--- src/rtl/div_if.sv ---
// div_if: start/operand request and result/status bundle between control unit and divider
interface div_if #(parameter int WIDTH = 32);
  logic             start;
  logic             is_signed;
  logic [WIDTH-1:0] dividend;
  logic [WIDTH-1:0] divisor;
  logic [WIDTH-1:0] q;
  logic [WIDTH-1:0] r;
  logic             busy;
  logic             done;
  logic             div_zero;
  modport master (output start, is_signed, dividend, divisor, input q, r, busy, done, div_zero);
  modport slave  (input start, is_signed, dividend, divisor, output q, r, busy, done, div_zero);
endinterface

--- src/rtl/div_unit.sv ---
// div_unit: multi-cycle radix-2 restoring divider for MIPS DIV/DIVU (quotient to LO, remainder to HI)
module div_unit #(
  parameter int WIDTH = 32,
  parameter int ITER  = 32
) (
  input  logic clk,
  input  logic reset,
  div_if.slave div_io
);
  localparam int CW = $clog2(ITER);
  typedef enum logic [1:0] {IDLE, RUN, FINISH} state_e;
  state_e           state_q;
  logic [WIDTH-1:0] rem_q, quo_q, dvs_q, q_q, r_q;
  logic [CW-1:0]    cnt_q;
  logic             qneg_q, rneg_q, busy_q, done_q, dz_q;
  logic [WIDTH:0]   shifted, diff;
  logic [WIDTH-1:0] rem_d, quo_d, dvd_abs, dvs_abs, q_fix, r_fix;
  always_comb begin
    shifted = {rem_q, quo_q[WIDTH-1]};
    diff    = shifted - {1'b0, dvs_q};
    rem_d   = diff[WIDTH] ? shifted[WIDTH-1:0] : diff[WIDTH-1:0];
    quo_d   = {quo_q[WIDTH-2:0], ~diff[WIDTH]};
    dvd_abs = (div_io.is_signed && div_io.dividend[WIDTH-1]) ? -div_io.dividend : div_io.dividend;
    dvs_abs = (div_io.is_signed && div_io.divisor[WIDTH-1]) ? -div_io.divisor : div_io.divisor;
    // a zero divisor leaves |dividend| in rem, so only the quotient needs forcing
    q_fix   = (dvs_q == '0) ? '1 : qneg_q ? -quo_q : quo_q;
    r_fix   = rneg_q ? -rem_q : rem_q;
  end
  always_ff @(posedge clk) begin
    if (reset) begin
      state_q <= IDLE;
      rem_q   <= '0;
      quo_q   <= '0;
      dvs_q   <= '0;
      cnt_q   <= '0;
      qneg_q  <= 1'b0;
      rneg_q  <= 1'b0;
      q_q     <= '0;
      r_q     <= '0;
      busy_q  <= 1'b0;
      done_q  <= 1'b0;
      dz_q    <= 1'b0;
    end else begin
      done_q <= 1'b0;
      case (state_q)
        IDLE: if (div_io.start) begin
          quo_q   <= dvd_abs;
          dvs_q   <= dvs_abs;
          rem_q   <= '0;
          cnt_q   <= '0;
          qneg_q  <= div_io.is_signed & (div_io.dividend[WIDTH-1] ^ div_io.divisor[WIDTH-1]);
          rneg_q  <= div_io.is_signed & div_io.dividend[WIDTH-1];
          busy_q  <= 1'b1;
          state_q <= RUN;
        end
        RUN: begin
          rem_q <= rem_d;
          quo_q <= quo_d;
          cnt_q <= cnt_q + 1'b1;
          if (cnt_q == CW'(ITER - 1)) state_q <= FINISH;
        end
        FINISH: begin
          q_q     <= q_fix;
          r_q     <= r_fix;
          dz_q    <= (dvs_q == '0);
          busy_q  <= 1'b0;
          done_q  <= 1'b1;
          state_q <= IDLE;
        end
        default: state_q <= IDLE;
      endcase
    end
  end
  assign div_io.q        = q_q;
  assign div_io.r        = r_q;
  assign div_io.busy     = busy_q;
  assign div_io.done     = done_q;
  assign div_io.div_zero = dz_q;
endmodule

--- src/flat_wrapper.sv ---
// flat-port wrapper written by rule: the top's interface ports become plain ports
module div_unit_flat 
#(
  parameter int WIDTH = 32,
  parameter int ITER  = 32
)
  (clk, reset, div_io_start, div_io_is_signed, div_io_dividend, div_io_divisor, div_io_q, div_io_r, div_io_busy, div_io_done, div_io_div_zero);
  div_if #(.WIDTH(WIDTH)) div_io_i ();
  input  logic clk;
  input  logic reset;
  input wire logic [$bits(div_io_i.start)-1:0] div_io_start;
  input wire logic [$bits(div_io_i.is_signed)-1:0] div_io_is_signed;
  input wire logic [$bits(div_io_i.dividend)-1:0] div_io_dividend;
  input wire logic [$bits(div_io_i.divisor)-1:0] div_io_divisor;
  output wire logic [$bits(div_io_i.q)-1:0] div_io_q;
  output wire logic [$bits(div_io_i.r)-1:0] div_io_r;
  output wire logic [$bits(div_io_i.busy)-1:0] div_io_busy;
  output wire logic [$bits(div_io_i.done)-1:0] div_io_done;
  output wire logic [$bits(div_io_i.div_zero)-1:0] div_io_div_zero;
  assign div_io_i.start = div_io_start;
  assign div_io_i.is_signed = div_io_is_signed;
  assign div_io_i.dividend = div_io_dividend;
  assign div_io_i.divisor = div_io_divisor;
  assign div_io_q = div_io_i.q;
  assign div_io_r = div_io_i.r;
  assign div_io_busy = div_io_i.busy;
  assign div_io_done = div_io_i.done;
  assign div_io_div_zero = div_io_i.div_zero;
  div_unit #(.WIDTH(WIDTH), .ITER(ITER)) u_core (.clk(clk), .reset(reset), .div_io(div_io_i));
endmodule
--- config.mk ---
export PLATFORM = sky130hd
export DESIGN_NAME = div_unit_flat
export DESIGN_NICKNAME = d
export VERILOG_FILES = /design/src/rtl/div_if.sv /design/src/rtl/div_unit.sv /design/src/flat_wrapper.sv
export SDC_FILE = /design/constraint.sdc
export NUM_CORES = 1
export LEC_CHECK = 0
export ABC_AREA = 1
export CAP_MARGIN = 20
export CORE_ASPECT_RATIO = 0.9
export CORE_MARGIN = 8
export CORE_UTILIZATION = 45
export DETAILED_ROUTE_END_ITERATION = 16
export DONT_BUFFER_PORTS = 1
export GPL_ROUTABILITY_DRIVEN = 0
export GPL_TIMING_DRIVEN = 0
export SETUP_SLACK_MARGIN = 0.05
export SLEW_MARGIN = 5
export SYNTH_ARGS = -nofsm -noshare
export SYNTH_HDL_FRONTEND = slang
export SYNTH_SLANG_ARGS = --single-unit
--- constraint.sdc ---
create_clock -name clk -period 2.1 [get_ports clk]
set_input_delay 0.315 -clock clk [delete_from_list [all_inputs] [get_ports clk]]
set_output_delay 0.315 -clock clk [all_outputs]
set_load 0.02 [all_outputs]
==> reports/qor.yml, run 1 <==
run_status: "finished with violations"
violations: "setup timing"
drt_pre_antenna_iters: 6
synth.yosys.warnings: 0
startpoint_type: "register"
met2RoutedLength_um: 19400
critical_path.reg2reg.endpoint: "u_core.rem_q[27]"
worst_pin_slew_ns: 0.878
avgViaCountPerCell: 5.50
peakVddDrop_mv: 0.964
tritoncts: "done"
synth.net_count: 2172
hold_viol: 0
static-leakage-power_nw: 6.70
seq_power_share_pct: 18.5
row_count: 58
numPortBuffers: 0
critical_path_required_ns: 2.40
post_route_cells_drive_above_1_share_pct: 14.1
critical_path_cell_list: "inv_1, ha_4, nand2_1, nor2_2, nand2_2, inv_1, a21oi_4, buf_4, nand2_8, nand2_8, nand2_8, buf_6, nand2_2, nand3_2, a21oi_1"
final_net_count: 2220
cts_root_buf: "clkbuf_16"
final.setup_skew_ns: 0.0183
r2r-start: "u_core.dvs_q[28]"
syn_area_per_cell_um2: 6.07
combined_global_route_utilization_of_all_metal_layers_pct: 27.5
clkLatencyLatePin_ns: 0.45
crit_family: "simple AND/OR/NAND/NOR gates"
numClockSinks: 172
synth_enable_flop_cells: 0
wire_length_of_the_first_global_routing_pass_um: 71600
rsz0062_at_grt: "yes"
hold_end: "u_core.quo_q[0]"
maxSlewViolCount: 0
clock_power_share_pct: 12.8
achievable-frequency_mhz: 428
cellPowerDensity_nw_per_um2: 1680
synth_seq_cells: 172
met3RoutedLength_um: 5010
fill_cells: 2819
highest_layer: "met4"
critical_path.n_buffers_inverters: 4
worst_hold_path_cell_count: 2
ys_dominant_reg_cell: "dfxtp_1"
finalCriticalPeriod_ns: 2.34
postSynthCellCount: 2065
pin_count_of_the_biggest_net_entering_global_routing: 18
cts.htree.levels: 4
cts_inserted_buffers: 17
drc: 0
worst_ep_arrival_time_ns: 2.64
syn_area_um2: 12500
worst_slew_margin_rel_pct: 41.5
fin_crit_sh_pct: 111
final_common_cell: "nand2_1"
ys_seq_area_share_pct: 27.5
total_area_of_multi_input_combinational_cells_um2: 8350
num_io_pins: 135
critical_path_class: "reg -> reg"
holdCritStartpoint: "div_io_dividend[0]"
m1WireLength_um: 21500
ctsHoldBuffers: 0
detailedPlacementHpwl_um: 37400
wire_per_inst_um: 18.9
cpMostUsedCell: "nand2_8"
die_h_um: 174
total_power_w: 0.0245
critPathMaxStageDelay_ns: 0.36
ff2ff_path_depth: 15
total_switching_power_w: 0.0131
hold_path.class: "in -> reg"
detailedRoute.firstIterationViolations: 1248
power.share.switching_pct: 53.3
synth.top_cell.area_share_pct: 27.5
finalSetupViolCount: 33
die-area_um2: 33400
dpl-instance-area_um2: 13000
async_flop_share_pct: 0
area_delta_synth_final_pct: 16.7
initial_core_util_pct: 45.3
post-synth-top-area-cell: "dfxtp_1"
via_count_of_the_first_global_routing_pass: 12600
crit_slowest_cell: "ha_4"
worst-path-max-fanout: 6
worstSetupEndpointType: "register"
coreArea_um2: 27600
path_clk_slew_ns: 0.07
yosysUniqueCellTypes: 48
aggregate_routed_wire_length_um: 47100
final_cell_area_um2: 14600
antennaDiodeCount: 0
combPwrFrac_pct: 68.7
sequential_cell_area_um2: 3480
yosys-top-cells-area: "dfxtp_1 27%, nand2_1 17%, inv_1 9.0%, nand3_1 6.8%, nor2_1 6.1%"
ff2ff_setup_slack_ns: -0.24
drv_cap: 0
via_count: 13700
setup_slack_ns: -0.235
die-width_um: 192
initial_antenna_violation_count: 0
internal_dissipation_w: 0.0115
clock_tree.buffer_depth: 2
grt_overflow: 0
antenna_violating_nets_post_route: 0
commonest_cells_after_routing_fill_and_taps_aside: "522 x nand2_1, 280 x inv_1, 187 x nor2_1, 147 x nand3_1, 144 x dfxtp_1"
[logic make-up (layout without fill, tap and decap cells)]
kind of cell | Yosys count | count (layout) | share of synthesized area (%)
AO/OA/AOI/OAI | 360 | 360 | 16.5
flip-flops | 172 | 172 | 27.5
AND/OR/NAND/NOR | 1044 | 1044 | 36.0
buffers and inverters | 394 | 455 | 12.1
adder cells (fa/ha/maj) | 39 | 39 | 3.96
XOR/XNOR | 56 | 56 | 3.92
[area by class of cell]
cell class	count	area share, %
multi-input combinational	1499	57.1
sequential	172	23.8
buffer	73	2.23
timing repair buffer	30	1.62
inverter	320	8.27
tap	360	3.08
clock buffer	19	3.03
clock inverter	13	0.856
[repair_timing]
action | CTS | global route
gates cloned | 2 | 0
pin swaps | 14 | 14
resized for setup | 116 | 92
setup endpoints to repair | 127 | 114
buffers inserted | 19 | 9
[synthesized netlist by cell type (18+ instances only)]
master	count
inv_1	300
nor2_1	202
clkbuf_1	55
nand2_1	554
a21oi_1	141
o211ai_1	19
nand4_1	18
nand3_1	169
xor2_1	38
ha_1	38
dfxtp_1	172
o21ai_0	108
a22oi_1	20
xnor2_1	18
nor3_1	22
[flip-flops by register name, summed over array words and instances (netlist names)]
register and cells:
u_core.div_io.q 32, u_core.div_io.r 32, u_core.dvs_q 32, u_core.quo_q 32, u_core.rem_q 32, u_core.cnt_q 5, u_core.state_q 2, u_core.div_io.busy 1
u_core.div_io.div_zero 1, u_core.div_io.done 1, u_core.qneg_q 1, u_core.rneg_q 1
[how the worst max path moves through the flow]
stage / start / endpoint / cells after the start
5_1_grt: u_core.quo_q[31] / u_core.rem_q[9] / 18
2_1_floorplan: u_core.quo_q[31] / u_core.rem_q[16] / 18
3_3_place_gp: u_core.rem_q[20] / u_core.quo_q[0] / 13
4_1_cts: u_core.quo_q[31] / u_core.rem_q[30] / 18
6_report: u_core.dvs_q[28] / u_core.rem_q[27] / 15
3_5_place_dp: u_core.rem_q[20] / u_core.quo_q[0] / 13
[per-stage QoR]
stage                     utilization, %  cells  setup TNS [ns]  setup WS [ns]  hold WS (ns)
after floorplan                        -   2065               0         0.0247         0.444
after global placement              47.1   2425          -17.62         -0.518         0.456
after detailed placement            47.1   2425          -18.69         -0.502         0.458
after CTS                           51.6   2477           -4.58         -0.175        0.0290
after global routing                52.9   2486          -10.03         -0.323        0.0442
final                               52.9   2486           -6.09         -0.235        0.0264
[layer usage]
layer  GRT usage, %  vias up
li1               -     6774
met1           39.0     6255
met2           40.2      586
met3           7.29       69
met4           7.34        0
met5              0        -
[power by group through the flow]
stage / Combinational, W / Sequential (W) / Clock (W)
after floorplan: 0.0106 / 0.00412 / 0
after global placement: 0.0136 / 0.00441 / 0
after detailed placement: 0.0137 / 0.00441 / 0
after CTS: 0.0156 / 0.00446 / 0.00316
after global routing: 0.0185 / 0.00456 / 0.00328
final: 0.0168 / 0.00453 / 0.00313
(Power assumes the default switching activity.)
==> run 2: changes to the inputs <==
--- a/config.mk
+++ b/config.mk
@@ -7,13 +7,17 @@
 export LEC_CHECK = 0
 export ABC_AREA = 1
 export CAP_MARGIN = 20
+export CELL_PAD_IN_SITES_DETAIL_PLACEMENT = 1
+export CELL_PAD_IN_SITES_GLOBAL_PLACEMENT = 1
 export CORE_ASPECT_RATIO = 0.9
 export CORE_MARGIN = 8
-export CORE_UTILIZATION = 45
+export CORE_UTILIZATION = 41
 export DETAILED_ROUTE_END_ITERATION = 16
 export DONT_BUFFER_PORTS = 1
 export GPL_ROUTABILITY_DRIVEN = 0
 export GPL_TIMING_DRIVEN = 0
+export PLACE_DENSITY_LB_ADDON = 0.1
+export REMOVE_ABC_BUFFERS = 1
 export SETUP_SLACK_MARGIN = 0.05
 export SLEW_MARGIN = 5
 export SYNTH_ARGS = -nofsm -noshare
==> reports/qor.yml, run 2 (synthesis results as in run 1) <==
run_status: "finished with violations"
violations: "hold timing, setup timing"
cellPowerDensity_nw_per_um2: 1810
drv_cap: 0
worstSetupEndpointType: "register"
die-width_um: 200
path_clk_slew_ns: 0.07
via_count: 14200
commonest_cells_after_routing_fill_and_taps_aside: "520 x nand2_1, 280 x inv_1, 182 x nor2_1, 145 x nand3_1, 145 x dfxtp_1"
clock_tree.buffer_depth: 2
fill_cells: 3974
wire_per_inst_um: 21.1
detailedRoute.firstIterationViolations: 1060
hold_path.class: "in -> reg"
fin_crit_sh_pct: 118
drt_pre_antenna_iters: 5
worst_slew_margin_rel_pct: 38.2
rsz0062_at_grt: "yes"
achievable-frequency_mhz: 403
finalSetupViolCount: 34
worst-path-max-fanout: 6
drc: 0
sequential_cell_area_um2: 3480
pin_count_of_the_biggest_net_entering_global_routing: 97
numPortBuffers: 0
worst_ep_arrival_time_ns: 2.82
die-area_um2: 36400
cts.htree.levels: 4
aggregate_routed_wire_length_um: 52900
final_net_count: 2201
total_area_of_multi_input_combinational_cells_um2: 8650
detailedPlacementHpwl_um: 36000
finalCriticalPeriod_ns: 2.48
final.setup_skew_ns: 0.0134
clkLatencyLatePin_ns: 0.45
place_worst_setup_slack_ns: -1.04
coreArea_um2: 30000
initial_antenna_violation_count: 0
critical_path_required_ns: 2.44
tritoncts: "done"
static-leakage-power_nw: 6.90
num_io_pins: 135
startpoint_type: "register"
grt_overflow: 0
cts_inserted_buffers: 17
peakVddDrop_mv: 1.42
maxSlewViolCount: 0
setup_slack_ns: -0.384
combined_global_route_utilization_of_all_metal_layers_pct: 27.1
numClockSinks: 172
initial_core_util_pct: 41.8
via_count_of_the_first_global_routing_pass: 14100
antenna_violating_nets_post_route: 0
post_route_cells_drive_above_1_share_pct: 16.6
post-route-util_pct: 50.5
row_count: 60
whs_ns: -0.0638
area_delta_synth_final_pct: 20.7
critical_path_class: "reg -> reg"
antennaDiodeCount: 0
worst_pin_slew_ns: 0.926
final_common_cell: "nand2_1"
wire_length_of_the_first_global_routing_pass_um: 79400
die_h_um: 182
avgViaCountPerCell: 5.67
dp_cells: 2400
hold_viol: 9
finish.cell_count_without_fillers: 2509
cts_root_buf: "clkbuf_16"
-- run 2: area by class of cell --
class                      count  area share, %
tap                          403           3.34
sequential                   172           23.1
clock inverter                12          0.902
multi-input combinational   1511           57.2
clock buffer                  19           2.93
timing repair buffer          72           4.46
inverter                     320           8.09
-- run 2: metal layers --
layer	track usage, %	wire (um)
met1	35.6	23700
met3	6.71	4010
met2	43.3	23800
met4	8.18	1330
met5	0	0
-- run 2: stage by stage --
stage          power, W  hold slack, ns  TNS, ns  cell area, um^2
4_1_cts          0.0245         -0.0725    -8.37            14300
5_1_grt          0.0291         -0.0740   -13.31            15100
2_1_floorplan    0.0142           0.384  -348.21            12200
3_5_place_dp     0.0182           0.403   -71.34            12900
3_3_place_gp     0.0178           0.399  -937.04            12700
6_report         0.0274         -0.0638    -9.97            15100
-- run 2: timing repair --
action | in CTS | in global routing
pin swaps | 30 | 42
cloned | 10 | 2
resized for setup | 101 | 147
hold endpoints to repair | 59 | 38
setup buffers | 45 | 25
endpoints found under the setup margin | 134 | 78
-- run 2: path summary, 6_finish.rpt --
kind / end / startpoint / slack [ns] / depth (start not counted)
worst max-delay path: u_core.rem_q[3] / u_core.dvs_q[22] / -0.38 / 15
worst min-delay path: u_core.rem_q[21] / reset / -0.06 / 1
worst min register to register: u_core.cnt_q[3] / u_core.cnt_q[3] / 0.47 / 2
worst max register to register: u_core.rem_q[3] / u_core.dvs_q[22] / -0.38 / 15
-- run 2: where the power goes --
group,switching [W],internal [W]
Sequential,0.000904,0.00371
Combinational,0.0126,0.00686
Clock,0.00148,0.00179
Total,0.0150,0.0124
-- run 2: worst max-delay path, cell delays in order (launching register included) --
cell     delay [ns]
dfxtp_1        0.38
inv_2          0.11
ha_4           0.29
nand2_2        0.10
inv_2          0.05
nand2_1        0.09
nand2_1        0.08
inv_1          0.07
nand2_2        0.09
a21oi_4        0.18
buf_4          0.20
nand3_4        0.24
nand2_4        0.25
nand2_1        0.08
nand3_1        0.10
a21oi_2        0.07
